### src/rtl/out_port_alloc.sv
// -----------------------------------------------------------------------------
// out_port_alloc
//
// Output-port allocator for one router output. It collects the per-input
// request bits for this port, arbitrates round-robin among eligible inputs,
// and holds the grant for a whole wormhole packet. Downstream credits are
// tracked per VC, and grants are only issued while the link is up. A
// registered valid/VC/tail strobe describes the flit forwarded in the
// previous cycle.
//
// Build option:
//   ESCAPE_PRIO_EN - when defined, idle-state arbitration prefers eligible
//                    escape-VC (in_vc=1) requesters over normal-VC ones.
//                    Undefined (default): plain round-robin, VC-agnostic.
//
// Parameters:
//   N_IN          number of input units that may request this port
//   CREDIT_DEPTH  downstream buffer slots per VC (credit reset value)
//   CNT_W         credit counter width (must hold CREDIT_DEPTH)
//
// Ports:
//   clk         clock
//   rst_n       synchronous active-low reset
//   req         req[i]: input i holds a flit routed to this port
//   in_vc       VC of input i's flit (0 = normal, 1 = escape)
//   in_tail     input i's current flit is a tail
//   link_up     output link available
//   credit_ret  one credit returned per VC this cycle
//   gnt         combinational one-hot grant; transfer when gnt[i] & req[i]
//   out_valid   registered: a flit was forwarded last cycle
//   out_vc      registered VC of the forwarded flit
//   out_tail    registered tail flag of the forwarded flit
//   locked      a packet is in progress
//   credit_err  sticky: credit returned to an already full counter
// -----------------------------------------------------------------------------
module out_port_alloc #(
    parameter int unsigned N_IN         = 8,
    parameter int unsigned CREDIT_DEPTH = 4,
    parameter int unsigned CNT_W        = 3
) (
    input  logic            clk,
    input  logic            rst_n,
    input  logic [N_IN-1:0] req,
    input  logic [N_IN-1:0] in_vc,
    input  logic [N_IN-1:0] in_tail,
    input  logic            link_up,
    input  logic [1:0]      credit_ret,
    output logic [N_IN-1:0] gnt,
    output logic            out_valid,
    output logic            out_vc,
    output logic            out_tail,
    output logic            locked,
    output logic            credit_err
);

    localparam int unsigned      IDX_W     = (N_IN > 1) ? $clog2(N_IN) : 1;
    localparam logic [CNT_W-1:0] CRED_FULL = CNT_W'(CREDIT_DEPTH);
    localparam logic [IDX_W-1:0] LAST_IDX  = IDX_W'(N_IN - 1);

    typedef enum logic {
        ST_IDLE,
        ST_LOCKED
    } state_e;

    // ------------------------------------------------------------------
    // State
    // ------------------------------------------------------------------
    state_e           state_q, state_d;
    logic [IDX_W-1:0] rr_ptr_q, rr_ptr_d;
    logic [IDX_W-1:0] owner_q, owner_d;
    logic             owner_vc_q, owner_vc_d;
    logic [CNT_W-1:0] credit_q [2];
    logic [CNT_W-1:0] credit_d [2];
    logic             credit_err_q, credit_err_d;
    logic             out_valid_q, out_valid_d;
    logic             out_vc_q, out_vc_d;
    logic             out_tail_q, out_tail_d;

    // ------------------------------------------------------------------
    // Combinational helpers
    // ------------------------------------------------------------------
    logic [N_IN-1:0]  elig;
    logic [N_IN-1:0]  cand;
    logic             arb_found;
    logic [IDX_W-1:0] arb_idx;
    int unsigned      arb_pos;
    logic             owner_elig;
    logic [N_IN-1:0]  gnt_c;
    logic             xfer;
    logic [IDX_W-1:0] xfer_idx;
    logic             xfer_vc;
    logic             xfer_tail;

    always_comb begin
        elig = '0;
        for (int unsigned i = 0; i < N_IN; i++) begin
            elig[i] = req[i] & link_up & (credit_q[in_vc[i]] != '0);
        end
    end

    // The owner's credit check uses the VC captured at the head flit, so
    // body flits are accounted against the same counter as the head.
    assign owner_elig = req[owner_q] & link_up & (credit_q[owner_vc_q] != '0);

    // Round-robin search starting just after rr_ptr_q, wrapping mod N_IN.
    always_comb begin
        cand = elig;
`ifdef ESCAPE_PRIO_EN
        // Restrict the pool to escape-VC requesters whenever any is eligible.
        if ((elig & in_vc) != '0) begin
            cand = elig & in_vc;
        end
`endif
        arb_found = 1'b0;
        arb_idx   = '0;
        arb_pos   = 0;
        for (int unsigned k = 1; k <= N_IN; k++) begin
            arb_pos = 32'(rr_ptr_q) + k;
            if (arb_pos >= N_IN) begin
                arb_pos = arb_pos - N_IN;
            end
            if (!arb_found && cand[IDX_W'(arb_pos)]) begin
                arb_found = 1'b1;
                arb_idx   = IDX_W'(arb_pos);
            end
        end
    end

    // ------------------------------------------------------------------
    // FSM output logic: grant vector
    // ------------------------------------------------------------------
    always_comb begin
        gnt_c = '0;
        if (rst_n) begin
            if (state_q == ST_IDLE) begin
                if (arb_found) begin
                    gnt_c[arb_idx] = 1'b1;
                end
            end else begin
                gnt_c[owner_q] = owner_elig;
            end
        end
    end

    assign xfer      = |(gnt_c & req);
    assign xfer_idx  = (state_q == ST_LOCKED) ? owner_q : arb_idx;
    assign xfer_vc   = (state_q == ST_LOCKED) ? owner_vc_q : in_vc[arb_idx];
    assign xfer_tail = in_tail[xfer_idx];

    // ------------------------------------------------------------------
    // FSM next-state logic
    // ------------------------------------------------------------------
    always_comb begin
        state_d    = state_q;
        rr_ptr_d   = rr_ptr_q;
        owner_d    = owner_q;
        owner_vc_d = owner_vc_q;
        unique case (state_q)
            ST_IDLE: begin
                if (xfer) begin
                    if (xfer_tail) begin
                        // Single-flit packet: no lock, advance the pointer.
                        rr_ptr_d = xfer_idx;
                    end else begin
                        state_d    = ST_LOCKED;
                        owner_d    = xfer_idx;
                        owner_vc_d = xfer_vc;
                    end
                end
            end
            ST_LOCKED: begin
                if (xfer && xfer_tail) begin
                    state_d  = ST_IDLE;
                    rr_ptr_d = owner_q;
                end
            end
            default: state_d = ST_IDLE;
        endcase
    end

    // ------------------------------------------------------------------
    // Credit counters and output strobe
    // ------------------------------------------------------------------
    always_comb begin
        credit_err_d = credit_err_q;
        for (int unsigned v = 0; v < 2; v++) begin
            credit_d[v] = credit_q[v];
            if (xfer && (xfer_vc == 1'(v))) begin
                // A simultaneous return cancels the decrement.
                if (!credit_ret[v]) begin
                    credit_d[v] = credit_q[v] - 1'b1;
                end
            end else if (credit_ret[v]) begin
                if (credit_q[v] == CRED_FULL) begin
                    credit_err_d = 1'b1;
                end else begin
                    credit_d[v] = credit_q[v] + 1'b1;
                end
            end
        end

        out_valid_d = xfer;
        out_vc_d    = out_vc_q;
        out_tail_d  = out_tail_q;
        if (xfer) begin
            out_vc_d   = xfer_vc;
            out_tail_d = xfer_tail;
        end
    end

    // ------------------------------------------------------------------
    // State register
    // ------------------------------------------------------------------
    always_ff @(posedge clk) begin
        if (!rst_n) begin
            state_q      <= ST_IDLE;
            rr_ptr_q     <= LAST_IDX;
            owner_q      <= '0;
            owner_vc_q   <= 1'b0;
            credit_q[0]  <= CRED_FULL;
            credit_q[1]  <= CRED_FULL;
            credit_err_q <= 1'b0;
            out_valid_q  <= 1'b0;
            out_vc_q     <= 1'b0;
            out_tail_q   <= 1'b0;
        end else begin
            state_q      <= state_d;
            rr_ptr_q     <= rr_ptr_d;
            owner_q      <= owner_d;
            owner_vc_q   <= owner_vc_d;
            credit_q[0]  <= credit_d[0];
            credit_q[1]  <= credit_d[1];
            credit_err_q <= credit_err_d;
            out_valid_q  <= out_valid_d;
            out_vc_q     <= out_vc_d;
            out_tail_q   <= out_tail_d;
        end
    end

    assign gnt        = gnt_c;
    assign out_valid  = out_valid_q;
    assign out_vc     = out_vc_q;
    assign out_tail   = out_tail_q;
    assign locked     = (state_q == ST_LOCKED);
    assign credit_err = credit_err_q;

endmodule

### config.mk
export PLATFORM = sky130hd
export DESIGN_NAME = out_port_alloc
export DESIGN_NICKNAME = d
export VERILOG_FILES = /design/src/rtl/out_port_alloc.sv
export SDC_FILE = /design/constraint.sdc
export NUM_CORES = 1
export LEC_CHECK = 0
export BUFFER_PORTS_ARGS = -buffer_cell sky130_fd_sc_hd__buf_2
export CORE_MARGIN = 3
export CORE_UTILIZATION = 41
export DETAILED_ROUTE_END_ITERATION = 8
export GPL_ROUTABILITY_DRIVEN = 1
export PLACE_DENSITY = 0.69
export REMOVE_ABC_BUFFERS = 1
export SYNTH_ARGS = -nofsm -noshare
export SYNTH_HDL_FRONTEND = slang
export SYNTH_SLANG_ARGS = --single-unit
### constraint.sdc
create_clock -name clk -period 5.5 [get_ports clk]
set_input_delay 0.825 -clock clk [delete_from_list [all_inputs] [get_ports clk]]
set_output_delay 0.825 -clock clk [all_outputs]
set_load 0.03 [all_outputs]
* After elaboration in Yosys (flattened, before gate mapping)
Memories as Yosys holds them, arrays and structs flattened. A register that Yosys moved wholly into a read port is not among the register bits.
Cells that the tools add are included.
** Word-level totals
- Bits in registers :: 12
- RAM bits :: 6
- Input bits :: 29
- Output and inout bits :: 13
- Word-level logic and storage cells :: 194
- Memories :: 1
** Cells by class
- $add $sub $neg :: 20
- $lt $le $gt $ge :: 21
- Eq/ne operators :: 5
- Muxes and demuxes :: 83
- Bitwise gates (word level) :: 25
- Reductions and logical operators :: 31
** Memory list
- credit_q :: depth 2, bits a word 3, read ports 11, clocked after memory_dff 1, write ports 2, RTL line 72 : logic [CNT_W-1:0] credit_q [2];
** Operators with widths (count)
- 3-bit 2-to-1 mux :: 30
- 3-bit by 4-bit < comparator with 1-bit output, second input constant :: 11
- 1-bit 2-to-1 mux :: 35
- 1-bit binary-select mux with 3-bit select :: 11
- 3-bit by 1-bit subtractor with 3-bit output, second input constant :: 10
- 4-bit >= comparator, second input constant :: 7
- 3-bit nonzero test :: 9
- 8-bit 2-to-1 mux :: 3
- 1-bit bitwise AND :: 18
- 3-bit by 3-bit adder with 4-bit output, second input constant :: 4
- 8-bit bitwise AND :: 2
- 1-bit logical AND :: 12
- 3-bit by 2-bit adder with 4-bit output, second input constant :: 2
- 8-bit OR reduction :: 1
- 1-bit logical NOT :: 7
- 3-bit by 1-bit adder with 3-bit output, second input constant :: 2
- 1-bit demux with 3-bit select :: 2
- 3-bit equality test, second input constant :: 2
- 3-bit by 1-bit >= comparator with 1-bit output, second input constant :: 2
- 3-bit one-hot mux with 2 select lines :: 1
- 3-bit AND reduction :: 2
- 3-bit by 4-bit adder with 5-bit output, second input constant :: 1
- 5-bit by 4-bit >= comparator with 1-bit output, second input constant :: 1
- 3-bit by 1-bit adder with 4-bit output, second input constant :: 1
- other kinds (5) :: 9

* Depth between registers and ports, before layout
- Depth in word-level cells :: 41
- Depth in mapped cells :: 22
- Gate-level depth less buffers :: 19

* Worst setup path before layout
No wires, ideal clock.
- Path kind :: input-to-reg
- Start point :: in in_vc[4]
- End point :: mem credit_q[0][2]
- Setup time :: 0.115 ns
- Arrival time :: 4.902 ns
- Required time :: 5.385 ns
- Setup slack :: 0.483 ns
- Stages :: 15
- Path buffers :: 0
- Cell sequence :: or4b_1 -> nand3_1 -> o22ai_1 -> a211o_1 -> a2bb2o_2 -> or3_4 -> a311o_1 -> a221oi_1 -> a221oi_2 -> a21oi_2 -> inv_2 -> fa_1 -> or4_1 -> a21oi_1 -> nor2_1
** RTL lines
- start, declared :: RTL line 44 : input logic [N_IN-1:0] in_vc,
- end, declared :: RTL line 72

==> flow_summary.yaml <==
status:
  outcome: "completed"
detailed_routing:
  vias_per_cell: 6.56
  wl_per_cell_um: 18.4
  wl_met1_um: 4210
  routed.top_layer: "met4"
  wirelength_um: 10100
  wl_met2_um: 4830
  wl_met3_um: 717
  vias: 3590
  drt-initial-drc-count: 316
  drtAntennaViolNets: 0
  firstDrtPassIters: 5
  drc_errors: 0
logic_synthesis:
  yosysSeqAreaShare: 0.122
  yosysWarningCount: 0
  synthFlopType: "dfxtp_1"
  synth_edf_count: 0
  synth_cell_types: 90
  netlist_instances: 409
  synth.cell_area_um2: 3130
  syn-mean-instance-area_um2: 7.64
  ys_ff_latch: 19
  synth-async-reset-ratio: 0
worst_setup_path:
  end_kind: "flop"
  crit_top_cell: "nor2_1"
  cp.arrival_ns: 5.31
  cp.required_ns: 5.66
  crit_chain: "buf_2, or4b_1, and4_1, nor2_1, nand3_1, a2bb2o_2, or3_4, a311o_1, a221oi_1, a221oi_2, a21oi_2, inv_2, fa_1, or4_1, a21oi_1, nor2_1"
  crit_path_top_delay_cell: "or4_1"
  slowest_delay_ns: 0.52
  cp-start-kind: "input pin"
  rr_startpoint: "credit_q[1][2]"
  path_max_fanout: 5
  startpoint: "in_vc[6]"
  critPathKind: "input pin to flop"
clock_network:
  numCtsBuffers: 3
  cts_hold_buffers: 0
  ctsLongestPathBuffers: 2
  numClockSinks: 19
  path_clk_slew_ns: 0.07
  h-tree-depth: 1
  clk_latency_ns: 0.26
  clockRootBuffer: "clkbuf_8"
  cts_tree: "built"
hold_path:
  hp-start: "credit_err"
  hold_path_class: "flop to flop"
placement:
  dp_slack_ns: 0.115
  place_hpwl_um: 7860
  numPortBuffers: 41
  gp_congestion: 0.997
sta:
  fin_hold_ws_ns: 0.491
  fin_crit_sh: 0.938
  worst_pin_slew_ns: 0.599
  fin_skew_ns: 0.00709
  post-route-min-period_ns: 5.16
  fmaxAchievable_mhz: 194
  fin_ws_ns: 0.342
  maxSlewViolCount: 0
  finalSetupViolCount: 0
  rsz0062_at_grt: "false"
  setup_tns_ns: 0
  hold_viol: 0
  relSlewSlack: 0.599
die:
  die_w_um: 93.3
  core_um2: 7330
  die_h_um: 93.3
  ios: 42
  start_util: 0.427
  std_cell_rows: 31
  dieArea_um2: 8710
final_layout:
  area_growth_pct: 9.04
  diodes: 0
  layout-drive-gt1-share: 0.257
  nFillCells: 732
  fin_util: 0.465
  nNetsFinal: 482
power:
  ir_drop_mv: 0.429
  power_density_nw_per_um2: 753
  p_leak_uw: 0.00130
global_routing:
  grt_usage: 0.234
  antenna_found_initial: 0
  grt_max_degree: 20
  grt_overflow_total: 0
  grt_first_pass_wirelength_um: 16800
  grt_pass1_vias: 3472
run:
  maxCapViolCount: 0
==> cells by family after synthesis <==
logic type / Yosys count / share of synthesized area
AO/OA/AOI/OAI: 134 / 0.327
buffers and inverters: 43 / 0.0944
AND/OR/NAND/NOR: 188 / 0.359
XOR/XNOR: 4 / 0.0112
multiplexers: 17 / 0.0664
adder cells (fa/ha/maj): 4 / 0.0208
flip-flops: 19 / 0.122
==> critical path: cells and delay by family <==
kind	cells	cell delay (ns)
fa+ha+maj	1	0.39
buf+inv	2	0.21
simple gates	7	2.14
compound gates	6	1.75
==> layout by cell type (no fill, tap or decap), types with 6 or more instances in the layout <==
cell and count:
buf_2 41, nor2_1 38, o21ai_0 24, nand2_1 23, a21oi_1 22, nand3_1 19
dfxtp_1 19, buf_4 17, inv_1 16, nand4_1 13, nor3_1 11, or4_1 10
mux2i_1 10, o22ai_1 9, o211ai_1 8, or4b_1 7, or2_2 7, and3_1 7
and2_1 6, o221ai_1 6, a31oi_1 6
==> layout make-up <==
| class | instances | area [µm²] | share of cell area |
|---|---|---|---|
| Sequential cell | 19 | 380 | 0.112 |
| Clock buffer | 3 | 41.3 | 0.0121 |
| Timing Repair Buffer | 58 | 333 | 0.0976 |
| Clock inverter | 1 | 5.00 | 0.00147 |
| Inverter | 20 | 75.1 | 0.0220 |
| Tap cell | 99 | 124 | 0.0363 |
| Multi-Input combinational cell | 347 | 2450 | 0.719 |
==> synth_stat cells (8+ instances only) <==
master,number,area [µm²]
nand4_1,13,81.3
nor3_1,11,55.1
nand2_1,23,86.3
or4_1,10,75.1
o21ai_0,24,120
nor2_1,38,143
mux2i_1,10,100
o211ai_1,8,60.1
o22ai_1,9,56.3
inv_1,16,60.1
buf_6,10,113
dfxtp_1,19,380
a21oi_1,22,110
nand3_1,19,95.1
==> where the power goes <==
group / internal [µW] / switching (µW) / total (µW)
Combinational: 895 / 1320 / 2210
Clock: 50.5 / 50.3 / 101
Sequential: 188 / 67.1 / 255
Total: 1130 / 1430 / 2570
==> metrics by stage <==
step                instances  area (µm²)  power [µW]
finish                    547        3410        2570
global route              547        3410        2780
CTS                       547        3410        2530
detailed placement        543        3360        2420
global placement          543        3360        2380
floorplan                 386        2910        1830
==> routing by layer <==
metal  GRT usage  up-vias
met3      0.0265       35
met5           0        -
li1            -     1684
met2       0.400      202
met4      0.0879        0
met1       0.301     1669
==> worst paths after layout <==
path / slack [ns] / end / depth (start not counted)
max: 0.34 / credit_q[0][2] / 16
min: 0.49 / credit_err / 2
max reg2reg: 0.47 / credit_q[0][2] / 15
min reg2reg: 0.49 / credit_err / 2
==> timing repair <==
| item | CTS | global route |
|---|---|---|
| setup endpoints to repair | 0 | 1 |
| gates resized for setup | 0 | 1 |
| setup buffers | 0 | 0 |
Note: power is estimated with default switching activity, not from simulation.
